**src/rtl/slug_ctrl.sv**
```systemverilog
// Game controller for the slug: start/play/hurt/game-over sequencing, button
// conditioning and motion requests to the slug position block.
// Latency: button pin to UP/DW is 3 clk (2-flop sync + output register). The
// start edge loads INIT one clk after the synchronized rising edge of btnC.
// Backpressure: none; the position block consumes UP/DW/leftEN/INIT as levels/pulses.
//
// Ports:
//   clk, rst_n              clock and asynchronous active-low reset
//   btnU, btnD, btnC        raw buttons (asynchronous to clk)
//   Frame                   one-clk pulse per video frame
//   SlugV[14:0]             current slug vertical position (feedback)
//   Hit                     one-clk collision pulse
//   UP, DW                  registered move requests (PLAY only)
//   leftEN                  drift-left request while hurt
//   INIT                    one-clk position load pulse on game start
//   Playing                 high in PLAY and HURT
//   Flash                   sprite blink enable while hurt
//   Lives[1:0]              remaining lives
//
// Build option: define SLUG_CTRL_DEBOUNCE_EN to add a frame-sampled debounce
// (3 agreeing Frame samples) behind each synchronizer.

module slug_ctrl #(
    parameter logic [14:0] V_MIN       = 15'd16,
    parameter logic [14:0] V_MAX       = 15'd400,
    parameter logic [7:0]  HURT_FRAMES = 8'd60,
    parameter logic [1:0]  LIVES_INIT  = 2'd3
) (
    input  logic        clk,
    input  logic        rst_n,
    input  logic        btnU,
    input  logic        btnD,
    input  logic        btnC,
    input  logic        Frame,
    input  logic [14:0] SlugV,
    input  logic        Hit,
    output logic        UP,
    output logic        DW,
    output logic        leftEN,
    output logic        INIT,
    output logic        Playing,
    output logic        Flash,
    output logic [1:0]  Lives
);

    typedef enum logic [1:0] {
        S_IDLE = 2'd0,
        S_PLAY = 2'd1,
        S_HURT = 2'd2,
        S_OVER = 2'd3
    } state_t;

    // ------------------------------------------------------------------
    // Two-flop synchronizers, one per button. Bit order {C, D, U}.
    // ------------------------------------------------------------------
    logic [2:0] btn_meta_q;
    logic [2:0] btn_s_q;

    always_ff @(posedge clk or negedge rst_n) begin
        if (!rst_n) begin
            btn_meta_q <= 3'b000;
            btn_s_q    <= 3'b000;
        end else begin
            btn_meta_q <= {btnC, btnD, btnU};
            btn_s_q    <= btn_meta_q;
        end
    end

    // Conditioned button levels used by the rest of the controller.
    logic [2:0] btn_v;

`ifdef SLUG_CTRL_DEBOUNCE_EN
    // A button's debounced level only follows the synchronized level after
    // three consecutive Frame samples disagree with the current debounced
    // value; any agreeing sample restarts the count.
    logic [2:0]      db_q;
    logic [2:0]      db_d;
    logic [2:0][1:0] agree_q;
    logic [2:0][1:0] agree_d;

    always_comb begin
        db_d    = db_q;
        agree_d = agree_q;
        if (Frame) begin
            for (int i = 0; i < 3; i++) begin
                if (btn_s_q[i] == db_q[i]) begin
                    agree_d[i] = 2'd0;
                end else if (agree_q[i] == 2'd2) begin
                    db_d[i]    = btn_s_q[i];
                    agree_d[i] = 2'd0;
                end else begin
                    agree_d[i] = agree_q[i] + 2'd1;
                end
            end
        end
    end

    always_ff @(posedge clk or negedge rst_n) begin
        if (!rst_n) begin
            db_q    <= 3'b000;
            agree_q <= '0;
        end else begin
            db_q    <= db_d;
            agree_q <= agree_d;
        end
    end

    assign btn_v = db_q;
`else
    assign btn_v = btn_s_q;
`endif

    logic btn_u_v;
    logic btn_d_v;
    logic btn_c_v;

    assign btn_u_v = btn_v[0];
    assign btn_d_v = btn_v[1];
    assign btn_c_v = btn_v[2];

    // Start is the rising edge of the conditioned btnC level.
    logic c_prev_q;
    logic start;

    always_ff @(posedge clk or negedge rst_n) begin
        if (!rst_n) begin
            c_prev_q <= 1'b0;
        end else begin
            c_prev_q <= btn_c_v;
        end
    end

    assign start = btn_c_v & ~c_prev_q;

    // ------------------------------------------------------------------
    // Game FSM
    // ------------------------------------------------------------------
    state_t     state_q, state_d;
    logic [1:0] lives_q, lives_d;
    logic [7:0] cnt_q,   cnt_d;
    logic       init_q,  init_d;
    logic       up_q,    up_d;
    logic       dw_q,    dw_d;
    logic       v_above_min;
    logic       v_below_max;

    assign v_above_min = (SlugV > V_MIN);
    assign v_below_max = (SlugV < V_MAX);

    always_comb begin
        state_d = state_q;
        lives_d = lives_q;
        cnt_d   = cnt_q;
        init_d  = 1'b0;

        case (state_q)
            S_IDLE, S_OVER: begin
                if (start) begin
                    state_d = S_PLAY;
                    init_d  = 1'b1;
                    lives_d = LIVES_INIT;
                end
            end
            S_PLAY: begin
                // The position block is being reloaded during INIT, so a
                // collision reported in that cycle is stale.
                if (Hit && !init_q) begin
                    if (lives_q > 2'd1) begin
                        lives_d = lives_q - 2'd1;
                        state_d = S_HURT;
                        cnt_d   = 8'd0;
                    end else begin
                        lives_d = 2'd0;
                        state_d = S_OVER;
                    end
                end
            end
            S_HURT: begin
                if (Frame) begin
                    cnt_d = cnt_q + 8'd1;
                    if (cnt_q + 8'd1 == HURT_FRAMES) begin
                        state_d = S_PLAY;
                    end
                end
            end
            default: begin
                state_d = S_IDLE;
            end
        endcase

        // Motion is qualified with the next state so UP/DW drop in the same
        // edge that leaves PLAY, and never show up in HURT/OVER.
        up_d = (state_d == S_PLAY) & btn_u_v & ~btn_d_v & v_above_min;
        dw_d = (state_d == S_PLAY) & btn_d_v & ~btn_u_v & v_below_max;
    end

    always_ff @(posedge clk or negedge rst_n) begin
        if (!rst_n) begin
            state_q <= S_IDLE;
            lives_q <= LIVES_INIT;
            cnt_q   <= 8'd0;
            init_q  <= 1'b0;
            up_q    <= 1'b0;
            dw_q    <= 1'b0;
        end else begin
            state_q <= state_d;
            lives_q <= lives_d;
            cnt_q   <= cnt_d;
            init_q  <= init_d;
            up_q    <= up_d;
            dw_q    <= dw_d;
        end
    end

    // State-decoded outputs follow the async reset of state_q directly.
    assign UP      = up_q;
    assign DW      = dw_q;
    assign INIT    = init_q;
    assign leftEN  = (state_q == S_HURT);
    assign Playing = (state_q == S_PLAY) | (state_q == S_HURT);
    assign Flash   = (state_q == S_HURT) & cnt_q[3];
    assign Lives   = lives_q;

endmodule

```
**config.mk**
```make
export PLATFORM = sky130hd
export DESIGN_NAME = slug_ctrl
export DESIGN_NICKNAME = d
export VERILOG_FILES = /design/src/rtl/slug_ctrl.sv
export SDC_FILE = /design/constraint.sdc
export NUM_CORES = 1
export LEC_CHECK = 0
export CORE_MARGIN = 2
export CORE_UTILIZATION = 47
export CTS_CLUSTER_SIZE = 16
export DETAILED_ROUTE_END_ITERATION = 8
export PLACE_DENSITY = 0.76
export SLEW_MARGIN = 20
export SYNTH_ARGS = -nofsm -noshare
export SYNTH_HDL_FRONTEND = slang
export SYNTH_SLANG_ARGS = --single-unit
```
**constraint.sdc**
```tcl
create_clock -name clk -period 2.3 [get_ports clk]
set_input_delay 0.69 -clock clk [delete_from_list [all_inputs] [get_ports clk]]
set_output_delay 0.69 -clock clk [all_outputs]
set_load 0.05 [all_outputs]
```
**After elaboration in Yosys (flattened, before gate mapping)**

Cells that the tools add are included.

- Memories kept: 0
- Output and inout bits: 8
- Bits in latches: 0
- Bits in read-only memories: 0
- Input bits: 22
- Logic and storage cells: 59
- RAM bits: 0
- Flip-flop bits (word level): 22

- Eq/ne operators: 9
- Divide/modulo/power cells: 0
- Shifts and indexed selects: 0
- Mux-type cells: 16
- Add/subtract/negate cells: 2
- Magnitude comparators: 3
- Bitwise operators: 12
- Multipliers: 0
- Reduce and logical (&&, ||, !) cells: 8

Operator list:

| kind | number |
|---|---|
| $mux W8 | 3 |
| $pmux W8 S2 | 1 |
| $gt A15 B5 Y1 const B | 1 |
| $lt A15 B9 Y1 const B | 1 |
| $mux W2 | 7 |
| $add A8 B1 Y8 const B | 1 |
| $and A1 B1 Y1 | 8 |
| $eq A8 B6 Y1 const B | 1 |
| $ne A2 B2 Y1 const B | 4 |
| $pmux W2 S3 | 1 |
| $eq A2 B1 Y1 const B | 2 |
| $eq A2 B2 Y1 const B | 2 |
| $pmux W2 S2 | 1 |
| $reduce_and A4 Y1 | 1 |
| $reduce_bool A2 Y1 | 2 |
| $mux W1 | 3 |
| $not A1 Y1 | 3 |
| $reduce_and A3 Y1 | 1 |
| $gt A2 B1 Y1 const B | 1 |
| $logic_not A2 Y1 | 1 |
| $reduce_or A2 Y1 | 1 |
| $sub A2 B1 Y2 const B | 1 |
| $logic_and A1 B1 Y1 | 1 |
| $logic_not A1 Y1 | 1 |
| $or A1 B1 Y1 | 1 |

**Depth between registers and ports, before layout**

- Word-level depth: 9
- Gate-level depth with buffers: 8
- Depth with buffers taken out: 7

**Least setup slack after synthesis**

OpenSTA, ideal clock, no wires.

- Path kind: flip-flop to output port
- Start: reg state_q[0]
- End: out Flash
- Buffers on the path: 1
- Stages on the path, launching flop included: 5
- Data required time: 1.610 ns
- Arrival: 1.622 ns
- Path slack: -0.012 ns
- Path through: dfrtp_1 > inv_1 > ha_1 > clkbuf_8 > and2_2

- Longest elaborated chain between the ends: 2

RTL lines:

| item | RTL line | RTL |
|---|---|---|
| start, declared | 138 | `state_t state_q, state_d;` |
| start signal, assigned | 206 | `state_q <= state_d;` |
| $eq A2 B2 Y1 | n/a |  |
| net leftEN | 39 | `output logic leftEN,` |
| $and A1 B1 Y1 | 221 | `assign Flash = (state_q == S_HURT) & cnt_q[3];` |
| end, declared | 42 | `output logic Flash,` |

The timed path passes the listed nets, and every way through them passes these cells.

**Final worst setup path**

- Start: reg init_q (netlist: INIT)
- End: out INIT

RTL lines:

| item | RTL line | RTL |
|---|---|---|
| start, declared | 141 | `logic init_q, init_d;` |
| start signal, assigned | 209 | `init_q <= init_d;` |
| end, declared | 40 | `output logic INIT,` |

No word-level cell between the ends.

==> summary.md <==
| Metric | Value |
|---|---|
| Clock-pin slew on the worst setup and hold paths | 140 ps |
| Post-synth EDFFs | 0 |
| Post-Synth XOR/XNOR Area | 0% |
| Avg WL per Cell | 14.4 um |
| Post-Synth Adder-Cell Area | 4.01% |
| Share of cells above drive strength 1 | 15.6% |
| Root Driver | clkbuf_4 |
| Crit-path leading delay family | buffers and inverters |
| Leakage power | 0.680 nW |
| Post-synthesis async set-or-reset flop share | 100% |
| CTS tree | yes |
| Critical path, cell by cell | clkdlybuf4s50_1 |
| Post-synthesis sequential area ratio | 44.3% |
| Area grow syn2layout | 30.7% |
| Hold_buf cts | 0 |
| Post-CTS Resized | 0 |
| Setup ws final | 94.7 ps |
| Mean post-synth cell area | 9.68 um2 |
| Initial core utilization | 49.9% |
| DRT antenna net count | 0 |
| Max VDD drop | 0.677 mV |
| Remaining routing DRC violations | 0 |
| CP Data Arrival Time | 1520 ps |
| Max Clock Skew | 16.4 ps |
| Die width | 55.5 um |
| Grt ovf | 0 |
| Initial antenna violation count | 0 |
| Dominant cells by area after synthesis | dfrtp_1 (40%), o21ai_0 (5.6%), dfstp_2 (4.2%) |
| Mean number of vias per cell | 5.83 |
| Main combinational cell family by area after synthesis | simple AND/OR/NAND/NOR gates |
| Via count | 1108 |
| Crit-path max cell delay | 810 ps |
| Min-Delay Path Class | reg2reg |
| Fin Setup TNS | 0 ps |
| Drt initial violations | 26 |
| RSZ-0062 raised after global routing | no |
| CP Buf/Inv Count | 1 |
| Worst hold margin | 369 ps |
| Routability cong. | 0.842 |
| Die height | 55.5 um |
| Post-synth top area share | 40.1% |
| Cell area after synthesis | 1250 um2 |
| Power per cell area | 932 nW/um2 |
| Largest area contributor in the netlist | dfrtp_1 |
| Tcrit/Tclk final | 95.9% |
| Final net count | 187 |
| Final hold viol count | 0 |
| Setup Crit Path Kind | reg2out |
| Ant diodes | 0 |
| Max-slew violations | 0 |
| Ys Warns | 0 |
| Htree depth | 1 |
| Buffers on Ports | 29 |
| Mux contribution to synthesized area | 2.51% |
| Die ar. | 3090 um2 |
| Total track usage | 18.9% |
| R2R Path Start | state_q[1] |
| Reg2reg setup slack | 460 ps |
| TritonCTS Buffers | 3 |
| # setup viols final | 0 |
| Worst Tran Pin Value | 512 ps |
| CP required | 1610 ps |
| #FFs+latches synth | 22 |
| R2R cell count | 7 |
| Top_reg_cell synth | dfrtp_1 |
| DRT Pass-1 Iters | 4 |
| Ports | 30 |
| Crit-path slowest cell | clkdlybuf4s50_1 |
| CP max FO | 4 |
| Maxcap violations | 0 |
| CTS Buffer Depth | 2 |
| DP Worst Slack | 122 ps |
| Post-synthesis simple-gate area fraction | 22.7% |
| Worst hold stages | 0 |
| Synth Area in Compound Gates | 20.4% |
| WL final | 2.74 mm |
| Hold path start | btn_meta_q[0] |
| Core area | 2500 um2 |
| Crit start category | flip-flop |
| Worst relative slew slack | 65.8% |
| Row cnt | 18 |
| Pin count of the biggest net entering global routing | 23 |
| Clk sink count | 22 |
| Cell variety after synth | 44 |
| Vias in the first global route | 1087 |
| Worst flop-to-flop path endpoint | DW |
| Detailed placement HPWL | 2.04 mm |
| First-pass GRT wire length | 4.70 mm |
| CP Capture Type | primary output |
| Post-CTS Setup Bufs | 0 |
| Clk_lat worst skew | 320 ps |
| Syn Nets | 155 |
| Status | complete, no violations |
| Fmax | 0.453 GHz |
| Period minus WS final | 2210 ps |
| Post-Synthesis Cells | 129 |
| Min-Delay Endpoint | btn_s_q[0] |
## stage by stage
| stage | cells | utilization, % | instance area (um2) | total power, mW |
|---|---|---|---|---|
| after floorplan | 129 | - | 1250 | 1.00 |
| after global placement | 186 | 63.1 | 1580 | 1.19 |
| after detailed placement | 186 | 63.1 | 1580 | 1.21 |
| after CTS | 190 | 65.2 | 1630 | 1.52 |
| after global routing | 190 | 65.3 | 1630 | 1.61 |
| final | 190 | 65.3 | 1630 | 1.52 |
## synth_stat cells (2+ instances only)
cell and n:
o22ai_1 2, a21oi_1 4, mux2i_1 2, dfrtp_1 20
clkbuf_8 2, nor2_1 8, nor4_1 2, nand4b_1 2
nand2_1 12, nand3_1 4, o21ai_0 14, ha_1 4
nand2b_1 2, and2_2 2, o32ai_1 2, dfstp_2 2
o31ai_1 4, inv_1 7, nor3_1 3, and2_1 3
nand3b_1 3, a22o_1 2, nor2b_1 2
## how the worst max path moves through the flow
stage / from / endpoint / slack (ps) / cells past startpoint
3_3_place_gp: SlugV[12] / UP / 140 / 6
3_5_place_dp: Frame / state_q[1] / 120 / 6
2_1_floorplan: state_q[0] / Flash / 200 / 4
6_report: INIT / INIT / 90 / 1
4_1_cts: state_q[0] / Playing / 40 / 4
5_1_grt: state_q[0] / Playing / 10 / 4
## cell families after synthesis
logic type / Yosys count
fa+ha+maj: 4
flops: 22
simple gates: 50
compound gates: 38
mux: 3
buf+inv: 12
## cell type report
cell class / count / area (um2)
clock buffers: 3 / 22.5
repair buffers: 32 / 338
inverters: 7 / 26.3
fillers: 205 / 868
flip-flops and latches: 22 / 554
multi-input cells: 95 / 623
clock inverters: 1 / 30.0
well taps: 30 / 37.5
## where the power goes
part	internal (mW)	switching (mW)
Sequential	0.445	0.0546
Clock	0.176	0.126
Combinational	0.296	0.423
Total	0.917	0.604
## metal layers
metal / up-vias / routed length (um) / track usage, %
met5: - / 0 / 0
met4: 0 / 31 / 6.62
met3: 4 / 165 / 3.51
met2: 41 / 1360 / 31.8
met1: 531 / 1180 / 24.1
li1: 532 / - / -
## layout by cell type, fill, tap and decap left out, drive strengths merged, types with 3 or more instances in the layout
cell | synthesis | final
clkbuf | 3 | 3
nor3 | 4 | 4
nor2 | 8 | 8
inv | 7 | 7
nand3b | 3 | 3
o21ai | 14 | 14
dfrtp | 20 | 20
ha | 4 | 4
clkdlybuf4s50 | 0 | 24
and2 | 5 | 5
buf | 2 | 8
a21oi | 5 | 5
o31ai | 5 | 5
nand2 | 12 | 12
nand3 | 4 | 4
## sequential cells by signal, summed over array words and instances, names as in the netlist, 2 cells and up
register    cells
btn_meta_q      3
btn_s_q         3
cnt_q           8
Lives           2
state_q         2
(Power assumes the default switching activity.)
